[src/rtl/dvsd_cnt_pkg.sv]
// dvsd_cnt_pkg: mode encodings and FSM state type shared by the up/down counter.
package dvsd_cnt_pkg;
  localparam logic [1:0] CNT_MODE_WRAP    = 2'b00;
  localparam logic [1:0] CNT_MODE_SAT     = 2'b01;
  localparam logic [1:0] CNT_MODE_ONESHOT = 2'b10;
  typedef enum logic {RUN, DONE} cnt_state_e;
endpackage

[src/rtl/dvsd_cnt_step.sv]
// dvsd_cnt_step: combinational next-count, terminal and end-of-range event calculator.
module dvsd_cnt_step import dvsd_cnt_pkg::*; #(
  parameter int unsigned WIDTH = 4,
  parameter logic [WIDTH-1:0] MAX_VAL = '1
) (
  input  logic [WIDTH-1:0] out,
  input  logic             updown,
  input  logic [1:0]       mode,
  output logic [WIDTH-1:0] nxt,
  output logic             at_terminal,
  output logic             evt
);
  logic hold;
  always_comb begin
    at_terminal = updown ? (out == MAX_VAL) : (out == '0);
    evt = at_terminal;
    hold = (mode == CNT_MODE_SAT) || (mode == CNT_MODE_ONESHOT);
    // reserved mode 11 falls through to wrap behaviour
    nxt = !at_terminal ? (updown ? out + 1'b1 : out - 1'b1) :
          hold ? out : (updown ? '0 : MAX_VAL);
  end
endmodule

[src/rtl/dvsd_param_updown_counter.sv]
// dvsd_param_updown_counter: parametrised up/down counter with load, wrap/saturate/one-shot modes.
// Optional sticky end-of-range flag built when DVSD_CNT_STICKY_OVF_EN is defined.
module dvsd_param_updown_counter import dvsd_cnt_pkg::*; #(
  parameter int unsigned WIDTH = 4,
  parameter logic [WIDTH-1:0] MAX_VAL = '1,
  parameter logic [WIDTH-1:0] RST_VAL = '0
) (
  input  logic             clk,
  input  logic             reset,
  input  logic             en,
  input  logic             updown,
  input  logic             load,
  input  logic [WIDTH-1:0] load_val,
  input  logic [1:0]       mode,
  output logic [WIDTH-1:0] out,
  output logic             tc,
  output logic             wrap,
  output logic             done,
  input  logic             ovf_clr,
  output logic             ovf_sticky
);
  cnt_state_e state;
  logic [WIDTH-1:0] nxt, load_clamp;
  logic evt, wrap_d;
  dvsd_cnt_step #(.WIDTH(WIDTH), .MAX_VAL(MAX_VAL)) u_step (
    .out(out), .updown(updown), .mode(mode),
    .nxt(nxt), .at_terminal(tc), .evt(evt)
  );
  assign load_clamp = (load_val > MAX_VAL) ? MAX_VAL : load_val;
  assign wrap_d = !load && (state == RUN) && en && evt;
  always_ff @(posedge clk or negedge reset)
    if (!reset) begin
      out <= RST_VAL;
      wrap <= 1'b0;
      done <= 1'b0;
      state <= RUN;
    end else if (load) begin
      out <= load_clamp;
      wrap <= 1'b0;
      done <= 1'b0;
      state <= RUN;
    end else if (state == DONE) begin
      wrap <= 1'b0;
      if (mode != CNT_MODE_ONESHOT) begin
        state <= RUN;
        done <= 1'b0;
      end
    end else begin
      wrap <= wrap_d;
      if (en) out <= nxt;
      if (wrap_d && mode == CNT_MODE_ONESHOT) begin
        state <= DONE;
        done <= 1'b1;
      end
    end
`ifdef DVSD_CNT_STICKY_OVF_EN
  // a new event on the same edge as ovf_clr keeps the flag set
  always_ff @(posedge clk or negedge reset)
    if (!reset) ovf_sticky <= 1'b0;
    else ovf_sticky <= wrap_d | (ovf_sticky & ~ovf_clr);
`else
  logic unused_ovf_clr;
  assign unused_ovf_clr = ovf_clr;
  assign ovf_sticky = 1'b0;
`endif
endmodule
[config.mk]
export PLATFORM = sky130hd
export DESIGN_NAME = dvsd_param_updown_counter
export DESIGN_NICKNAME = d
export VERILOG_FILES = /design/src/rtl/dvsd_cnt_pkg.sv /design/src/rtl/dvsd_cnt_step.sv /design/src/rtl/dvsd_param_updown_counter.sv
export SDC_FILE = /design/constraint.sdc
export NUM_CORES = 1
export LEC_CHECK = 0
export BUFFER_PORTS_ARGS = -buffer_cell sky130_fd_sc_hd__buf_4
export CAP_MARGIN = 20
export CORE_AREA = 4 4 41 43
export DETAILED_ROUTE_END_ITERATION = 6
export DIE_AREA = 0 0 45 47
export PLACE_DENSITY_LB_ADDON = 0.05
export RECOVER_POWER = 50
export SLEW_MARGIN = 0
export SYNTH_ARGS = -nofsm -noshare
export SYNTH_HDL_FRONTEND = slang
export SYNTH_SLANG_ARGS = --single-unit
[constraint.sdc]
create_clock -name clk -period 2.7 [get_ports clk]
set_input_delay 0.54 -clock clk [delete_from_list [all_inputs] [get_ports clk]]
set_output_delay 0.54 -clock clk [all_outputs]
set_load 0.01 [all_outputs]
# Word-level counts from Yosys, hierarchy flattened
# Cells that the tools add are included.
[word_totals]
regBits = 7
in_bits = 12
out_inout_bits = 8
elab_cells = 45
[classes]
addsub = 2
order_cmp = 1
eq_ne = 7
n_mux = 19
bitwise = 1
reduce_logical = 11
[op_table]
columns = ["op", "n"]
rows = [
  ["4-bit two-way mux", 8],
  ["1-bit two-way mux", 11],
  ["4-bit by 1-bit adder with 4-bit output, second input constant", 1],
  ["4-bit == test, second input constant", 1],
  ["4-bit greater-than comparator, second input constant", 1],
  ["1-bit logical AND", 4],
  ["4-bit zero test", 1],
  ["2-bit != test, second input constant", 2],
  ["4-bit by 1-bit subtractor with 4-bit output, second input constant", 1],
  ["3-bit by 2-bit != test with 1-bit output, second input constant", 1],
  ["3-bit != test, second input constant", 1],
  ["3-bit AND reduction", 1],
  ["3-bit nonzero test", 1],
  ["2-bit by 1-bit == test with 1-bit output, second input constant", 1],
  ["2-bit == test, second input constant", 1],
  ["2-bit AND reduction", 1],
  ["2-bit nonzero test", 1],
  ["1-bit zero test", 1],
  ["1-bit logical OR", 1],
  ["1-bit NOT", 1],
]

# Longest topological paths before layout
[depth]
depth_word = 8
ltp_mapped = 7
depth_no_buf = 7

# Modules after synthesis
# From an unflattened synthesis, not the netlist that was laid out.
[unflattened]
cells_unflattened = 63
area_unflattened_um2 = 575.6
[modules_own_cells]
columns = ["module", "instances", "cells_each", "area_per_inst_um2", "seq_area_each_um2"]
rows = [
  ["dvsd_param_updown_counter", 1, 35, 364.1, 175.2],
  ["dvsd_cnt_step", 1, 28, 211.5, 0.0],
]

# Worst setup path after synthesis
# No wires, ideal clock.
[synth_timing]
kind = "input to register"
start = "in updown"
end = "reg out[2]"
setup_ps = 65
arrival_ps = 1632
t_required_ps = 2635
path_slack_ps = 1003
path_stages = 6
path_buffers = 0
path_cell_list = "inv_1 > fa_1 > xnor2_1 > mux2_2 > nand3_1 > o221a_2"
[synth_between]
elab_chain_len = 6
elab_cells_between_ends = 10
cone_classes = "1 x eq/ne; 8 x mux; 1 x reduce/logical"
[synth_lines]
columns = ["item", "line_no", "text"]
rows = [
  ["from (decl)", "dvsd_param_updown_counter.sv:11", "input logic updown,"],
  ["4-bit two-way mux (2 in a row)", "dvsd_cnt_step.sv:20", "hold ? out : (updown ? '0 : MAX_VAL);"],
  ["4-bit two-way mux", "dvsd_cnt_step.sv:19", "nxt = !at_terminal ? (updown ? out + 1'b1 : out - 1'b1) :"],
  ["4-bit two-way mux", "dvsd_param_updown_counter.sv:50", "if (en) out <= nxt;"],
  ["4-bit two-way mux", "dvsd_param_updown_counter.sv:42", "end else if (state == DONE) begin"],
  ["4-bit two-way mux", "dvsd_param_updown_counter.sv:37", "end else if (load) begin"],
  ["to (signal assigned)", "dvsd_param_updown_counter.sv:38", "out <= load_clamp;"],
  ["to (signal assigned)", "dvsd_param_updown_counter.sv:50", ""],
  ["to (decl)", "dvsd_param_updown_counter.sv:15", "output logic [WIDTH-1:0] out,"],
]
# Several ways; a longest one is shown, not always the timed one. The select of a mux whose other input is x is not followed.
# A chain may end at the register's enable or synchronous reset.

# Worst setup path after layout
[layout_timing]
start = "reg out[0]"
end = "out tc"
[layout_between]
elab_chain_len = 2
elab_cells_between_ends = 3
cone_classes = "1 x eq/ne; 1 x mux; 1 x reduce/logical"
[layout_lines]
columns = ["item", "line_no", "text"]
rows = [
  ["4-bit == test or 4-bit zero test (tied branches)", "dvsd_cnt_step.sv:15", "at_terminal = updown ? (out == MAX_VAL) : (out == '0);"],
  ["1-bit two-way mux (*)", "dvsd_cnt_step.sv:15", ""],
  ["to (decl)", "dvsd_param_updown_counter.sv:16", "output logic tc,"],
]
# Mark *: on every way between the ends. The rest lies on a longest branch, timed or not.

==> qor_table.md <==
| Group | Metric | Reported |
| --- | --- | --- |
| global routing | Global-route total usage across every layer | 12.1% |
| clock network | Insertion delay of the later-clocked pin in the worst-skew pair | 0.25 ns |
| clock network | Hold-fix buffers, CTS | 0 |
| logic synthesis | Instance count of the mapped netlist | 52 |
| cells and area | Share of cells above drive strength 1 | 33.3% |
| logic synthesis | Net count after synthesis | 68 |
| worst setup path | Launching element type of the critical path | register |
| logic synthesis | Synthesis warning total | 0 |
| clock network | Number of CTS-inserted buffers | 3 |
| worst setup path | Worst Setup SP | out[0] |
| placement | Post-Place Cell Area | 652 µm² |
| sta | Portion of the clock cycle consumed by the worst path in the final layout | 76.9% |
| routing | Length of routed met2 wiring | 525 µm |
| logic synthesis | Portion of the post-synthesis area used by sequential elements | 34.1% |
| worst setup path | R2R Path End | out[2] |
| sta | Final count of hold timing violations | 0 |
| worst setup path | Number of cell instances on the worst register-to-register path | 5 |
| clock network | Post CTS Setup Buffer Count | 0 |
| power and ir drop | Power per Cell Area | 557 nW/µm² |
| routing | Final antenna-violating net count | 0 |
| power and ir drop | Leakage power | 0.311 nW |
| floorplanning | Number of top-level pins | 20 |
| placement | HPWL Detailed | 920 µm |
| sta | Period minus WS final | 2.08 ns |
| worst setup path | Type of element capturing the critical path | output pin |
| clock network | Clock tree buffer depth | 2 |
| min path | Worst min path class | in -> async |
| sta | Final setup vio count | 0 |
| logic synthesis | Share of synthesized flip-flops with an asynchronous set or reset | 100% |
| logic synthesis | Most frequently used flop master after synthesis | sky130_fd_sc_hd__dfrtp_1 |
| sta | Max Slew Vio Count | 0 |
| power and ir drop | Worst ir drop on vdd | 200 µV |
| routing | Detailed Route WL | 1.11 mm |
| routing | DRC violation count after routing | 0 |
| placement | RD Place Congestion | 0.692 |
| placement | Port Buf Inserts | 17 |
| global routing | Antenna violations before repair | 0 |
| sta | Highest clock frequency the design can meet | 481 MHz |
| floorplanning | Die Ht | 47 µm |
| worst setup path | CP Max Fanout | 7 |
| logic synthesis | Average instance area after synthesis | 9.87 µm² |
| worst setup path | Count of buffering cells on the critical path with inverters included | 1 |
| run status | Run status | finished, final reports clean |
| clock network | Total number of clock tree sinks | 7 |
| logic synthesis | Seq cells post-synth | 7 |
| routing | Count of routing violations after the opening detailed-route iteration | 5 |
| cells and area | Antenna Diode Count | 0 |
| sta | Setup repair after global routing missed its margin | no |
| cells and area | Count of nets after finishing | 89 |
| clock network | Clk root buf | sky130_fd_sc_hd__clkbuf_4 |
| global routing | GRT overflow | 0 |
| worst setup path | Required time worst endpoint | 2.16 ns |
| cells and area | Final standard cell count with taps included and fillers excluded | 87 |
| routing | Routed met1 length | 504 µm |
| logic synthesis | Largest cells by area after synthesis | sky130_fd_sc_hd__dfrtp_1 34%, sky130_fd_sc_hd__ha_1 7.3%, sky130_fd_sc_hd__xnor2_1 5.1% |
| sta | Final sum of negative setup slack | 0 ns |
| clock network | Clock H-tree levels | 1 |
| placement | Inst Count DP | 83 |
| job | MaxCap Viol Count | 0 |
| floorplanning | Area of the core | 1300 µm² |
| floorplanning | Initial core utilization | 39.4% |
| worst setup path | Cell with the largest stage delay on the worst path | sky130_fd_sc_hd__dfrtp_1 |
| cells and area | Post-route cell area | 661 µm² |
| floorplanning | Horizontal die dimension | 45 µm |
| clock network | Post-cts sizing count | 0 |
| worst setup path | Flop2flop setup slack | 1.09 ns |
| worst setup path | Type of the worst setup path | reg -> out |
| worst setup path | Stage delay of the slowest cell on the critical path | 0.47 ns |
| floorplanning | Placement Rows | 13 |
| worst setup path | Launch point of the worst reg-to-reg path | out[0] |
| logic synthesis | Combined area of all synthesized cells | 513 µm² |
| worst setup path | CP Cell Sequence | nor4_1, and2_1, or2_4, buf_4 |
| global routing | First-pass GRT wire length | 1.75 mm |
| global routing | Via count of the first global-routing pass | 398 |
| routing | Routed wl met3 | 80 µm |
| routing | Detailed-router iteration count before antenna repair | 2 |
| routing | Total vias in the final route | 441 |
| logic synthesis | Cell type with the highest aggregate area in the netlist | sky130_fd_sc_hd__dfrtp_1 |
| routing | Uppermost layer routed | met4 |
| clock network | TritonCTS clock tree | built |
| logic synthesis | Number of library cell types mapped by synthesis | 29 |
| routing | Average vias per placed instance | 5.07 |
| cells and area | Synthesis-to-layout area growth | 28.8% |
| routing | Routed length per instance | 12.8 µm |
| sta | Final clock skew | 0.00283 ns |
| logic synthesis | Count of flip-flops with a built-in enable after synthesis | 0 |
| floorplanning | Total die area | 2120 µm² |
| worst setup path | Data arrival time of the critical path | 1.54 ns |
| worst setup path | Cell family contributing the most delay on the critical path | simple AND/OR/NAND/NOR gates |
| logic synthesis | Area share of the leading cell type in the synthesized netlist | 34.1% |
| clock network | Clk slew on worst S/H paths | 0.05 ns |
| global routing | Largest net degree at the start of global routing | 8 |
stage by stage:
| stage | hold slack, ns | power [mW] | util (%) | setup WS [ns] |
|---|---|---|---|---|
| 5_1_grt | 0.192 | 0.397 | 50.8 | 0.551 |
| 4_1_cts | 0.0883 | 0.375 | 52.1 | 0.697 |
| 6_report | 0.176 | 0.368 | 50.8 | 0.623 |
| 2_1_floorplan | 0.244 | 0.227 | - | 1.00 |
| 3_3_place_gp | 0.357 | 0.279 | 50.1 | 0.815 |
| 3_5_place_dp | 0.357 | 0.279 | 50.1 | 0.814 |
cell usage after synthesis (all sizes together), types with 2 or more instances:
cell and number:
nand2 3, xnor2 3, inv 3, a21oi 3, a31oi 3, nor2 5
o22ai 2, dfrtp 7, nand3 2, o21ai 2, ha 3
sequential cells by signal, indices dropped and copies added (netlist names):
register  cells
wrap          1
state         1
out           4
done          1
layout by cell type, fill, tap and decap left out, types with 2 or more instances in the layout:
cell | synthesis | final
sky130_fd_sc_hd__o22ai_1 | 2 | 2
sky130_fd_sc_hd__clkbuf_1 | 0 | 4
sky130_fd_sc_hd__nand3_1 | 2 | 2
sky130_fd_sc_hd__ha_1 | 3 | 3
sky130_fd_sc_hd__buf_4 | 1 | 14
sky130_fd_sc_hd__clkbuf_4 | 0 | 3
sky130_fd_sc_hd__a21oi_1 | 2 | 2
sky130_fd_sc_hd__inv_1 | 3 | 3
sky130_fd_sc_hd__a31oi_1 | 3 | 3
sky130_fd_sc_hd__nor2_1 | 4 | 4
sky130_fd_sc_hd__nand2_1 | 3 | 3
sky130_fd_sc_hd__o21ai_0 | 2 | 2
sky130_fd_sc_hd__xnor2_1 | 3 | 3
sky130_fd_sc_hd__dfrtp_1 | 7 | 7
area by class of cell:
class                           instances  area (µm²)
Sequential cell                         7         175
Clock buffer                            4        26.3
Timing Repair Buffer                   17         116
Inverter                                3        11.3
Fill cell                             131         641
Tap cell                               15        18.8
Multi-Input combinational cell         41         313
where the power goes:
group | switching [mW] | internal, mW
combinational | 0.0630 | 0.0717
clock | 0.0388 | 0.0564
sequential | 0.0211 | 0.117
cells by family after synthesis:
logic type      share of synthesized area [%]
fa+ha+maj                                11.2
xor+xnor                                 5.12
buf+inv                                  3.66
other cells                             0.731
simple gates                             21.7
compound gates                           21.2
flops                                    34.1
mux                                      2.19
worst max-delay path by stage:
stage	end	slack, ns	cells after the start
4_1_cts	tc	0.70	4
5_1_grt	tc	0.55	4
3_3_place_gp	out[2]	0.81	7
2_1_floorplan	out[2]	1.00	6
6_report	tc	0.62	4
3_5_place_dp	out[2]	0.81	7
per-layer routing:
| layer | global-route usage [%] | vias up |
|---|---|---|
| met2 | 20.3 | 11 |
| met4 | 7.02 | 0 |
| met3 | 3.45 | 2 |
| li1 | - | 233 |
| met1 | 13.6 | 195 |
| met5 | 0 | - |
No activity file was read; power rests on OpenSTA's default activity.
